==> config.mk <==
export PLATFORM = sky130hd
export DESIGN_NAME = stepper_move_sequencer
export DESIGN_NICKNAME = d
export VERILOG_FILES = /design/src/rtl/stepper_move_sequencer.sv
export SDC_FILE = /design/constraint.sdc
export NUM_CORES = 1
export LEC_CHECK = 0
export BUFFER_PORTS_ARGS = -buffer_cell sky130_fd_sc_hd__buf_4
export CORE_MARGIN = 2
export CORE_UTILIZATION = 42
export CTS_CLUSTER_SIZE = 14
export DETAILED_ROUTE_END_ITERATION = 6
export PLACE_DENSITY = 0.65
export RECOVER_POWER = 100
export SYNTH_ARGS = -nofsm -noshare
export SYNTH_HDL_FRONTEND = slang
export SYNTH_SLANG_ARGS = --single-unit
==> constraint.sdc <==
create_clock -name clk -period 15.6 [get_ports clk]
set_input_delay 0.78 -clock clk [delete_from_list [all_inputs] [get_ports clk]]
set_output_delay 0.78 -clock clk [all_outputs]
set_load 0.02 [all_outputs]
==> src/rtl/stepper_move_sequencer.sv <==
// rtl/stepper_move_sequencer.sv - commanded stepper moves with linear accel/cruise/decel ramp and post-move hold
module stepper_move_sequencer #(
  parameter int unsigned START_PERIOD = 50000,
  parameter int unsigned MIN_PERIOD   = 13500,
  parameter int unsigned ACCEL_DELTA  = 4000,
  parameter int unsigned STEP_W       = 16,
  parameter int unsigned HOLD_CYCLES  = 27000000,
  parameter logic [3:0]  RUN_VREF     = 4'd3,
  parameter logic [3:0]  HOLD_VREF    = 4'd1
) (
  input  logic              clk,
  input  logic              rst,
  input  logic              cmd_valid,
  output logic              cmd_ready,
  input  logic [STEP_W-1:0] cmd_steps,
  input  logic              cmd_dir,
  input  logic              abort,
  output logic              rotate_pulse,
  output logic              direction,
  output logic              module_enable,
  output logic [3:0]        vref_level,
  output logic              busy,
  output logic              done,
  output logic [STEP_W-1:0] steps_done
);

  localparam int unsigned PW = $clog2(START_PERIOD + 1);
  localparam int unsigned HW = (HOLD_CYCLES > 0) ? $clog2(HOLD_CYCLES + 1) : 1;
  localparam logic [PW-1:0] START_P   = PW'(START_PERIOD);
  localparam logic [PW-1:0] MIN_P     = PW'(MIN_PERIOD);
  localparam logic [HW-1:0] HOLD_LOAD = HW'((HOLD_CYCLES > 0) ? HOLD_CYCLES - 1 : 0);

  typedef enum logic [2:0] {
    IDLE   = 3'd0,
    ACCEL  = 3'd1,
    CRUISE = 3'd2,
    DECEL  = 3'd3,
    HOLD   = 3'd4
  } state_t;

  state_t            state, state_n;
  logic [PW-1:0]     period, period_n;
  logic [PW-1:0]     cnt, cnt_n;
  logic [STEP_W-1:0] remaining, remaining_n;
  logic [STEP_W-1:0] ramp_steps, ramp_steps_n;
  logic [HW-1:0]     hold_cnt, hold_cnt_n;
  logic              abort_pend, abort_pend_n;
  logic              rotate_n, direction_n, enable_n, done_n;
  logic [3:0]        vref_n;
  logic [STEP_W-1:0] steps_done_n;

  logic              accept;
  logic              ramping;
  logic [STEP_W-1:0] rem_dec;
  logic [STEP_W-1:0] ramp_eff;
  logic [32:0]       per_inc_w;
  logic [PW-1:0]     per_up;
  logic [PW-1:0]     per_down;

  assign cmd_ready = (state == IDLE) || (state == HOLD);
  assign busy      = (state == ACCEL) || (state == CRUISE) || (state == DECEL);
  assign accept    = cmd_valid && cmd_ready;
  assign ramping   = (state == ACCEL) || (state == CRUISE);

  // Saturating next periods computed from the period just used; widened to avoid wrap.
  assign per_inc_w = 33'(period) + 33'(ACCEL_DELTA);
  assign per_up    = (per_inc_w > 33'(START_PERIOD)) ? START_P : PW'(per_inc_w);
  assign per_down  = (33'(period) > 33'(MIN_PERIOD) + 33'(ACCEL_DELTA))
                     ? PW'(33'(period) - 33'(ACCEL_DELTA)) : MIN_P;

  always_ff @(posedge clk or posedge rst) begin
    if (rst) begin
      state         <= IDLE;
      period        <= START_P;
      cnt           <= '0;
      remaining     <= '0;
      ramp_steps    <= '0;
      hold_cnt      <= '0;
      abort_pend    <= 1'b0;
      rotate_pulse  <= 1'b0;
      direction     <= 1'b0;
      module_enable <= 1'b0;
      vref_level    <= 4'd0;
      done          <= 1'b0;
      steps_done    <= '0;
    end else begin
      state         <= state_n;
      period        <= period_n;
      cnt           <= cnt_n;
      remaining     <= remaining_n;
      ramp_steps    <= ramp_steps_n;
      hold_cnt      <= hold_cnt_n;
      abort_pend    <= abort_pend_n;
      rotate_pulse  <= rotate_n;
      direction     <= direction_n;
      module_enable <= enable_n;
      vref_level    <= vref_n;
      done          <= done_n;
      steps_done    <= steps_done_n;
    end
  end

  always_comb begin
    state_n      = state;
    period_n     = period;
    cnt_n        = cnt;
    remaining_n  = remaining;
    ramp_steps_n = ramp_steps;
    hold_cnt_n   = hold_cnt;
    abort_pend_n = abort_pend;
    rotate_n     = rotate_pulse;
    direction_n  = direction;
    enable_n     = module_enable;
    vref_n       = vref_level;
    done_n       = 1'b0;
    steps_done_n = steps_done;
    rem_dec      = remaining - 1'b1;
    ramp_eff     = (state == ACCEL) ? ramp_steps + 1'b1 : ramp_steps;

    case (state)
      ACCEL, CRUISE, DECEL: begin
        if (ramping && abort) abort_pend_n = 1'b1;
        if (cnt == period - 1'b1) begin
          cnt_n        = '0;
          rotate_n     = ~rotate_pulse;
          steps_done_n = steps_done + 1'b1;
          ramp_steps_n = ramp_eff;
          // An abort sampled on the step edge itself counts as already pending.
          if (ramping && (abort_pend || abort)) begin
            if (ramp_eff < rem_dec) rem_dec = ramp_eff;
            abort_pend_n = 1'b0;
          end
          remaining_n = rem_dec;
          if (rem_dec == '0) begin
            done_n = 1'b1;
            if (HOLD_CYCLES == 0) begin
              state_n  = IDLE;
              enable_n = 1'b0;
              vref_n   = 4'd0;
            end else begin
              state_n    = HOLD;
              hold_cnt_n = HOLD_LOAD;
              vref_n     = HOLD_VREF;
            end
          end else if (ramping && (rem_dec <= ramp_eff)) begin
            state_n  = DECEL;
            period_n = per_up;
          end else if (state == ACCEL) begin
            period_n = per_down;
            if (per_down == MIN_P) state_n = CRUISE;
          end else if (state == DECEL) begin
            period_n = per_up;
          end
        end else begin
          cnt_n = cnt + 1'b1;
        end
      end
      HOLD: begin
        if (hold_cnt == '0) begin
          state_n  = IDLE;
          enable_n = 1'b0;
          vref_n   = 4'd0;
        end else begin
          hold_cnt_n = hold_cnt - 1'b1;
        end
      end
      default: ;
    endcase

    if (accept) begin
      if (cmd_steps == '0) begin
        done_n = 1'b1;
      end else begin
        state_n      = ACCEL;
        period_n     = START_P;
        cnt_n        = '0;
        remaining_n  = cmd_steps;
        ramp_steps_n = '0;
        steps_done_n = '0;
        abort_pend_n = 1'b0;
        direction_n  = cmd_dir;
        enable_n     = 1'b1;
        vref_n       = RUN_VREF;
      end
    end
  end

endmodule

==> results.sh <==
export IMPL_postCtsSetupRepairBufs=0
export IMPL_io_pins=47
export IMPL_overflow=0
export IMPL_synth_seq_cells=117
export IMPL_relSlewSlack_pct=-149.5
export IMPL_layout_nets=1140
export IMPL_finalCriticalPeriod_ns=7.673
export IMPL_cap_violations=5
export IMPL_clk_pin_slew_ns=0.07
export IMPL_fin_setup_tns_ns=0
export IMPL_slew_viol_final=245
export IMPL_drc=0
export IMPL_ant_nets=0
export IMPL_synth_cells=1079
export IMPL_via_per_inst=6.078
export IMPL_cts_htree_levels=4
export IMPL_final_cell_area_um2=9963
export IMPL_syn_nets=1142
export IMPL_grt_pass1_vias=7948
export IMPL_routed_wl_mm=25.31
export IMPL_yosys_top_cells_area="dfrtp_1, ha_1, xnor2_1"
export IMPL_drt_iter0_markers=775
export IMPL_core_area_um2=21150
export IMPL_die_h_um=151.5
export IMPL_fill_cells=2064
export IMPL_start_util_pct=43.18
export IMPL_failed_checks="capacitance limit, slew limit"
export IMPL_dr_total_vias=8297
export IMPL_cts_root_buf="clkbuf_16"
export IMPL_rows=53
export IMPL_setup_viol=0
export IMPL_synth_area_per_cell_um2=8.466
export IMPL_grt_max_degree=70
export IMPL_multi_input_area_um2=5603
export IMPL_dpl_hpwl_mm=17.58
export IMPL_end_kind="flop"
export IMPL_vdd_drop_max_mv=0.06302
export IMPL_netlist_area_um2=9135
export IMPL_timing_fmax_mhz=130.3
export IMPL_cts_buffers=17
export IMPL_status="finished with violations"
export IMPL_async_reset_ff_share_pct=100.0
export IMPL_synth_top_cell_area_share_pct=30.41
export IMPL_hp_class="flop to flop"
export IMPL_synth_edf_count=0
export IMPL_cp_max_fo=19
export IMPL_tightest_slew_ns=3.743
export IMPL_antenna_found_initial=0
export IMPL_areaGrowthSynthToFinish_pct=9.067
export IMPL_hold_buffers=0
export IMPL_crit_arrival_ns=7.92
export IMPL_cp_start_kind="flop"
export IMPL_gr_usage_all_layers_pct=22.99
export IMPL_cts_sinks=117
export IMPL_period_share_pct=49.19
export IMPL_grt_pass1_wl_mm=41.88
export IMPL_cts_tree="yes"
export IMPL_yosys_most_used_dff="dfrtp_1"
export IMPL_drive_above_1_share_pct=9.266
export IMPL_die_area_um2=22950
export IMPL_synth_area_leader_cell="dfrtp_1"
export IMPL_firstDrtPassIters=5
export IMPL_yosysSeqAreaShare_pct=32.13
export IMPL_postPlaceCellArea_um2=9569
export IMPL_post_cts_resize_count=0
export IMPL_hold_viol=0
export IMPL_power_density_nw_per_um2=111.8
export IMPL_max_clock_path_buffers=2
export IMPL_clk_latency_ns=0.43
export IMPL_gp_congestion=0.9386
export IMPL_holdWs_ns=0.4659
export IMPL_p_leak_nw=4.024
export IMPL_utilization_pct=47.10
export IMPL_port_buffers=46
export IMPL_worstSetupPathType="flop to flop"
export IMPL_regArea_um2=2935
export IMPL_wl_per_cell_um=18.55
export IMPL_diodes=0
export IMPL_synth_distinct_cells=95
export IMPL_rsz0062_at_grt="no"
export IMPL_die_x_um=151.5
export IMPL_cp_required_ns=15.85
export IMPL_synth_warning_count=0
export IMPL_r2r_slack_ns=7.93
export IMPL_fin_skew_ns=0.01540
through the flow:
step,setup WS [ns],instances,power (mW)
6_report,7.927,1365,1.114
5_1_grt,7.329,1365,1.183
4_1_cts,8.419,1365,1.124
3_5_place_dp,8.443,1333,0.7322
3_3_place_gp,8.690,1333,0.7258
2_1_floorplan,9.540,1079,0.6420
synthesized netlist by cell type, drive strengths merged (24+ instances only):
library cell / number
buf: 28
nand2: 84
a21oi: 48
nor4: 24
xor2: 31
dfrtp: 111
inv: 51
nand3: 46
ha: 42
nand4: 26
nor3: 56
nor2: 92
clkbuf: 49
xnor2: 59
o21ai: 36
critical path: stages (launching register included):
cell	delay (ns)
dfrtp_1	0.56
nand4bb_1	0.61
nor3_1	0.59
nand3b_1	0.17
xor2_1	0.32
inv_1	0.09
ha_1	0.32
a21o_1	0.17
a2111oi_0	0.38
o31a_1	0.22
and2_0	1.08
mux2i_1	0.39
ha_1	0.31
nand4_1	0.14
nor2_1	0.08
and2_0	0.15
or4_1	0.63
and3_1	0.38
or4bb_1	0.54
a211oi_1	0.23
o21ai_0	0.11
final timing paths:
| kind | cells past startpoint | start | endpoint |
|---|---|---|---|
| max | 20 | state[1] | period[15] |
| min in group asynchronous | 2 | rst | steps_done[12] |
| min | 1 | rotate_pulse | rotate_pulse |
| max in group asynchronous | 3 | rst | period[11] |
| max reg2reg | 20 | state[1] | period[15] |
| min reg2reg | 1 | rotate_pulse | rotate_pulse |
state kept, by name (all words and copies together), names as in the netlist:
name,cells
module_enable,1
state,3
abort_pend,1
done,1
hold_cnt,25
remaining,16
cnt,16
direction,1
ramp_steps,16
vref_level,4
steps_done,16
period,16
rotate_pulse,1
placed cells by master, fill, tap and decap left out, types with 8 or more instances in the layout:
| master | instances |
|---|---|
| nand3_1 | 46 |
| a31oi_1 | 12 |
| xnor2_1 | 59 |
| nand4_1 | 26 |
| mux2i_1 | 22 |
| inv_1 | 50 |
| a31o_2 | 10 |
| o211ai_1 | 8 |
| xor2_1 | 31 |
| and3_1 | 17 |
| or2_2 | 8 |
| or3_1 | 12 |
| o22ai_1 | 16 |
| dfrtp_1 | 111 |
| a21oi_1 | 48 |
| o21ai_0 | 36 |
| buf_4 | 23 |
| nor3_1 | 54 |
| and4_1 | 8 |
| nor4_1 | 22 |
| nand2_1 | 84 |
| ha_1 | 42 |
| a211oi_1 | 11 |
| clkbuf_16 | 17 |
| clkbuf_1 | 31 |
| or4_1 | 16 |
| o31ai_1 | 8 |
| nor2_1 | 91 |
cells by family (layout without fill, tap and decap cells):
| kind of cell | Yosys count | count (layout) | synth area share, % |
|---|---|---|---|
| compound gates | 230 | 230 | 18.19 |
| xor+xnor | 90 | 90 | 8.629 |
| fa+ha+maj | 43 | 43 | 5.862 |
| buf+inv | 129 | 140 | 5.917 |
| flops | 117 | 117 | 32.13 |
| mux | 24 | 24 | 2.657 |
| simple gates | 446 | 446 | 26.61 |
power breakdown:
group	total [mW]	switching [mW]	internal, mW
clock network	0.389	0.175	0.213
logic	0.333	0.201	0.132
registers	0.393	0.0546	0.338
total	1.11	0.431	0.684
per-layer routing:
layer / global-route usage [%] / share of wire [%] / vias up
met5: 0 / 0 / -
met4: 8.131 / 2.4 / 0
met3: 3.832 / 5.3 / 54
met2: 36.43 / 46 / 286
met1: 31.77 / 46 / 3998
li1: - / - / 3959
area by class of cell:
cell class | count | share of cell area (%)
Inverter | 52 | 1.972
Clock inverter | 15 | 1.557
Timing Repair Buffer | 56 | 3.052
Multi-Input combinational cell | 833 | 56.24
Sequential cell | 117 | 29.46
Clock buffer | 17 | 4.270
Tap cell | 275 | 3.453
Power figures use the tool's default switching activity.
